`src/rtl/regfile.sv`:
```
// Y86 program register file: eight 32-bit registers, two write ports (E, M)
// from writeback, two combinational read ports for decode, optional bypass.
module regfile #(
    parameter logic [31:0] STACK_INIT = 32'h0000_0100,
    parameter bit          BYPASS     = 1'b1
) (
    input  logic        clk,
    input  logic        rst,
    input  logic        wb_stall,
    input  logic [7:0]  wb_dstE,
    input  logic [31:0] wb_valE,
    input  logic [7:0]  wb_dstM,
    input  logic [31:0] wb_valM,
    input  logic [7:0]  id_srcA,
    input  logic [7:0]  id_srcB,
    output logic [31:0] id_valA,
    output logic [31:0] id_valB
);

    logic [31:0] r_regs [0:7];

    logic w_weE;
    logic w_weM;
    logic w_byp;
    logic w_unused_hi;

    // IDs 8..15 have bit 3 set: invalid or RNONE, never written or read.
    assign w_weE = ~wb_stall & ~wb_dstE[3];
    assign w_weM = ~wb_stall & ~wb_dstM[3];
    assign w_byp = BYPASS & rst;

    assign w_unused_hi = ^{wb_dstE[7:4], wb_dstM[7:4],
                           id_srcA[7:4], id_srcB[7:4]};

    // M write is issued last so it wins a dstE==dstM collision.
    always_ff @(posedge clk) begin
        if (!rst) begin
            for (int i = 0; i < 8; i++) begin
                r_regs[i] <= (i == 4) ? STACK_INIT : 32'h0;
            end
        end else begin
            if (w_weE) r_regs[wb_dstE[2:0]] <= wb_valE;
            if (w_weM) r_regs[wb_dstM[2:0]] <= wb_valM;
        end
    end

    function automatic logic [31:0] rd_port(input logic [3:0] src);
        logic [31:0] v;
        v = 32'h0;
        if (!src[3]) begin
            if (w_byp && w_weM && (src == wb_dstM[3:0])) begin
                v = wb_valM;
            end else if (w_byp && w_weE && (src == wb_dstE[3:0])) begin
                v = wb_valE;
            end else begin
                v = r_regs[src[2:0]];
            end
        end
        return v;
    endfunction

    always_comb begin
        id_valA = rd_port(id_srcA[3:0]);
        id_valB = rd_port(id_srcB[3:0]);
    end

endmodule

```
`config.mk`:
```
export PLATFORM = sky130hd
export DESIGN_NAME = regfile
export DESIGN_NICKNAME = d
export VERILOG_FILES = /design/src/rtl/regfile.sv
export SDC_FILE = /design/constraint.sdc
export NUM_CORES = 1
export LEC_CHECK = 0
export CORE_MARGIN = 5
export CORE_UTILIZATION = 53
export DETAILED_ROUTE_END_ITERATION = 10
export PLACE_DENSITY = 0.79
export SKIP_LAST_GASP = 1
export SYNTH_ARGS = -nofsm -noshare
export SYNTH_HDL_FRONTEND = slang
export SYNTH_SLANG_ARGS = --single-unit
```
`constraint.sdc`:
```
create_clock -name clk -period 3.05 [get_ports clk]
set_input_delay 0.61 -clock clk [delete_from_list [all_inputs] [get_ports clk]]
set_output_delay 0.61 -clock clk [all_outputs]
set_load 0.03 [all_outputs]
```
# After elaboration in Yosys (flattened, before gate mapping)
# Memory sizes are Yosys's and may differ from the RTL's.
# Index checks and enable logic that the tools add are counted.
[totals]
mem_count = 1
regBits = 0
ramBits = 256
[op_classes]
eq_ne = 4
mux = 19
n_bitwise = 5
reduce_logical = 8
[mem_list]
columns = ["memory", "depth", "word_bits", "rd", "rd_ports_with_merged_regs", "write_ports", "line", "text"]
rows = [
  ["r_regs", 8, 32, 2, 0, 8, "20", "logic [31:0] r_regs [0:7];"],
]
[op_table]
columns = ["op", "count"]
rows = [
  ["two-way mux 32 bit", 8],
  ["OR reduction 32 bit", 2],
  ["== test 4 bit", 4],
  ["two-way mux 1 bit", 9],
  ["logical AND 1 bit", 6],
  ["two-way mux 3 bit", 2],
  ["NOT 1 bit", 3],
  ["bitwise AND 1 bit", 2],
]

# Depth between registers and ports, before layout
[depth]
depth_word = 7
depth_mapped = 7
ltp_nobuf = 4

# Worst setup path after synthesis
# No wires, ideal clock.
[synth_path]
path_type = "input-to-output"
start = "input port id_srcA[3]"
end = "output port id_valA[30]"
n_path_buf = 3
slack_ns = -0.055
path_stages = 7
t_arrival_ns = 2.495
cell_sequence = "buf_1 -> nor4b_1 -> and4_1 -> clkbuf_1 -> buf_2 -> nand2_1 -> a311oi_1"
[synth_between]
elab_chain_cells = 5
[synth_rtl]
columns = ["item", "line", "text"]
rows = [
  ["start: declaration", "14", "input logic [7:0] id_srcA,"],
  ["== test 4 bit", "53", "end else if (w_byp && w_weE && (src == wb_dstE[3:0])) begin"],
  ["logical AND 1 bit", "53", ""],
  ["two-way mux 32 bit", "53", ""],
  ["two-way mux 32 bit", "51", "if (w_byp && w_weM && (src == wb_dstM[3:0])) begin"],
  ["two-way mux 32 bit *", "50", "if (!src[3]) begin"],
  ["end: declaration", "16", "output logic [31:0] id_valA,"],
]
# Mark *: on every way between the ends. The rest lies on a longest branch, timed or not.

# Worst setup path after layout
[layout_path]
start = "input port id_srcB[1]"
end = "output port id_valB[22]"
[layout_between]
elab_chain_cells = 5
[layout_rtl]
columns = ["item", "line", "text"]
rows = [
  ["start: declaration", "15", "input logic [7:0] id_srcB,"],
  ["parallel branches: the longest is 3 deep, another holds memory (8 x 32 bit)", "-", ""],
  ["two-way mux 32 bit *", "51", ""],
  ["two-way mux 32 bit *", "50", ""],
  ["end: declaration", "17", "output logic [31:0] id_valB"],
]
# Every way passes the cells marked *.

==> reports/qor.yml <==
status: "finished clean"
clock-root-buffer: "clkbuf_16"
post-route-period-util_pct: 99.2
synth-warning-count: 0
largestRegisters: "r_regs x256"
final_cells: 1978
fin_tns_setup_ns: 0
antenna_found_initial: 1
drtPass1Iterations: 6
synth_most_common_cell: "edfxtp_1"
internal_power_uw: 7140
drt-met1-wl_mm: 20.1
dp_hpwl_mm: 37.4
viasPerCell: 7.39
dr.max_layer_used: "met5"
timing.final.max_slew_violations: 0
place_inst: 1920
min_period_ns: 3.03
netlist.area_leader.share_pct: 47.5
min_delay_path_depth: 3
p_leak_uw: 0.00814
clkTransAtPathRegs_ns: 0.06
numPortBuffers: 146
async_flop_share_pct: 0
ctsHoldBuffers: 0
irDropWorstVdd_v: 0.000397
post_drt_wl_per_cell_um: 30.4
fin_ws_ns: 0.0245
hold_viol_final: 0
min_from: "wb_valE[24]"
clockPowerShare_pct: 36.0
crit_path_start_kind: "primary input"
die_w_um: 185
synth_area_leader_cell: "edfxtp_1"
synthAdderAreaFrac_pct: 0
cp_max_fo: 17
clockBufferDepth: 3
swShare_pct: 27.2
synthToLayoutAreaGrowth_pct: 30.0
ios: 163
grt_usage_pct: 33.8
synthTopCellsByArea: "edfxtp_1 47%, mux2i_1 15%, a22o_1 14%"
fmax_ghz: 0.331
largest-register: "r_regs"
first_global_vias: 14700
grt_pass1_wl_mm: 87.6
num_rows: 64
min_path_type: "in2reg"
fin_nets: 1660
setup.worst_path.class: "in2out"
drt_iter0_drc: 1990
ys_seq_elements: 256
multi_input_area_um2: 8220
drive_above_1_share_pct: 24.7
critPathRequiredTime_ns: 2.44
initial_utilization_pct: 53.4
synth_edf_count: 256
numCtsBuffers: 27
grt_max_degree: 41
cap_violations: 0
setup_viol_count_final: 0
ff_latch_area_um2: 7690
synthMuxAreaShare_pct: 16.0
overflow: 0
core_area_um2: 30300
seq_power_share_pct: 43.2
pwr-share-comb_pct: 20.9
wl_met2_mm: 28.2
synth_top_family_by_area: "compound AO/OA/AOI/OAI gates"
min_to: "r_regs[2][24]$_DFFE_PP_"
worst_pin_slew_ns: 0.777
synth.distinct_cells: 31
postRouteAntennaNets: 0
synthFlopType: "edfxtp_1"
largest_register_ffs: 256
cts_tree: "built"
placed_cell_area_um2: 19800
synth_seq_area_share_pct: 47.5
num_vias: 14600
synthXorXnorAreaFrac_pct: 0.649
synth_compound_area_share_pct: 23.0
fillers: 2081
arrival_ns: 2.42
rsz0062_at_grt: "true"
syn-num-nets: 1530
routed_wl_mm: 60.1
syn_area_um2: 16200
relSlewSlack_pct: 48.2
synthCells: 1431
place.gp.congestion: 0.931
die_h_um: 185
power_uw: 9810
clock_sinks: 256
endpoint_kind: "output port"
drc: 0
dieArea_um2: 34200
met3WireLength_mm: 7.50
power_density_nw_per_um2: 466
htreeDepth: 1
synth_common_cells: "256 x edfxtp_1, 255 x a22o_1, 248 x mux2i_1"
design_area_um2: 21100
p_sw_uw: 2660
synth.avg_cell_area_um2: 11.3
place_ws_ns: -0.436
synthSimpleGateAreaFrac_pct: 7.42
diodes: 0
-- how the worst max path moves through the flow --
stage	start	to	slack, ns	cells past startpoint
after floorplan	id_srcA[0]	id_valA[0]	0.02	7
after global placement	id_srcB[2]	id_valB[2]	-0.43	8
after detailed placement	id_srcB[2]	id_valB[2]	-0.44	8
after CTS	wb_stall	id_valB[2]	-0.05	9
after global routing	id_srcB[1]	id_valB[28]	-0.03	8
final	id_srcB[1]	id_valB[22]	0.02	8
-- kinds of logic after synthesis --
family          count (synthesis)
compound gates                444
flops                         256
mux                           254
simple gates                  254
buf+inv                       211
xor+xnor                       12
-- through the flow --
| stage | hold slack (ns) | util (%) |
|---|---|---|
| global placement | 1.50 | 65.4 |
| finish | 0.949 | 69.4 |
| floorplan | 1.01 | - |
| global route | 0.975 | 69.4 |
| detailed placement | 1.51 | 65.4 |
| CTS | 0.949 | 69.0 |
-- worst max-delay path: stages --
cell and delay, ns:
clkdlybuf4s15_2 0.27, buf_4 0.18, nor2b_2 0.18, buf_6 0.21, a22oi_1 0.21, nand3_1 0.19, a311oi_2 0.38, buf_12 0.17
-- final cells by class --
cell class | count | share of cell area, %
clock buffer | 28 | 3.23
multi-input combinational | 964 | 39.1
tap | 396 | 2.35
timing repair buffer | 311 | 17.6
clock inverter | 22 | 1.25
sequential | 256 | 36.5
inverter | 1 | 0.0178
-- repair_timing --
item                                    CTS  global route
endpoints found under the setup margin   64            28
endpoints found under the hold margin     0             0
pin swaps                                14             8
gates resized for setup                  50            13
buffers inserted                          1             5
gates cloned                              1             1
-- placed cells by master, fill, tap and decap left out, types with 2 or more instances in the layout --
cell / count
mux2i_1: 248
nor2b_1: 2
nor4b_4: 2
clkinv_2: 7
buf_2: 4
clkbuf_16: 28
nor2b_4: 2
nor3_4: 2
nand4_1: 4
mux2_2: 2
edfxtp_1: 256
a311oi_2: 59
nand3b_1: 9
a22oi_2: 5
buf_6: 9
clkdlybuf4s15_2: 2
nor2_2: 15
nand3_2: 4
a22oi_1: 119
a22o_1: 255
nor2b_2: 2
buf_4: 128
clkdlybuf4s50_1: 64
and4_4: 2
buf_12: 91
nor4b_2: 3
mux4_2: 4
xnor2_1: 11
a311oi_4: 4
dlygate4sd2_1: 11
nor2_1: 65
bufinv_16: 6
nand2_1: 73
clkinv_1: 6
nand3_1: 61
-- per-layer routing --
metal	track usage, %	vias up
met5	0	-
met4	20.2	2
met3	6.87	324
met2	55.7	1247
met1	41.2	7057
li1	-	5986
-- power groups by stage --
stage	logic [µW]	registers (µW)	clock network, µW
after floorplan	1090	4270	0
after global placement	1930	4270	0
after detailed placement	1970	4290	0
after CTS	2000	4220	3510
after global routing	2130	4250	3650
final	2050	4230	3530
Power figures use the tool's default switching activity.
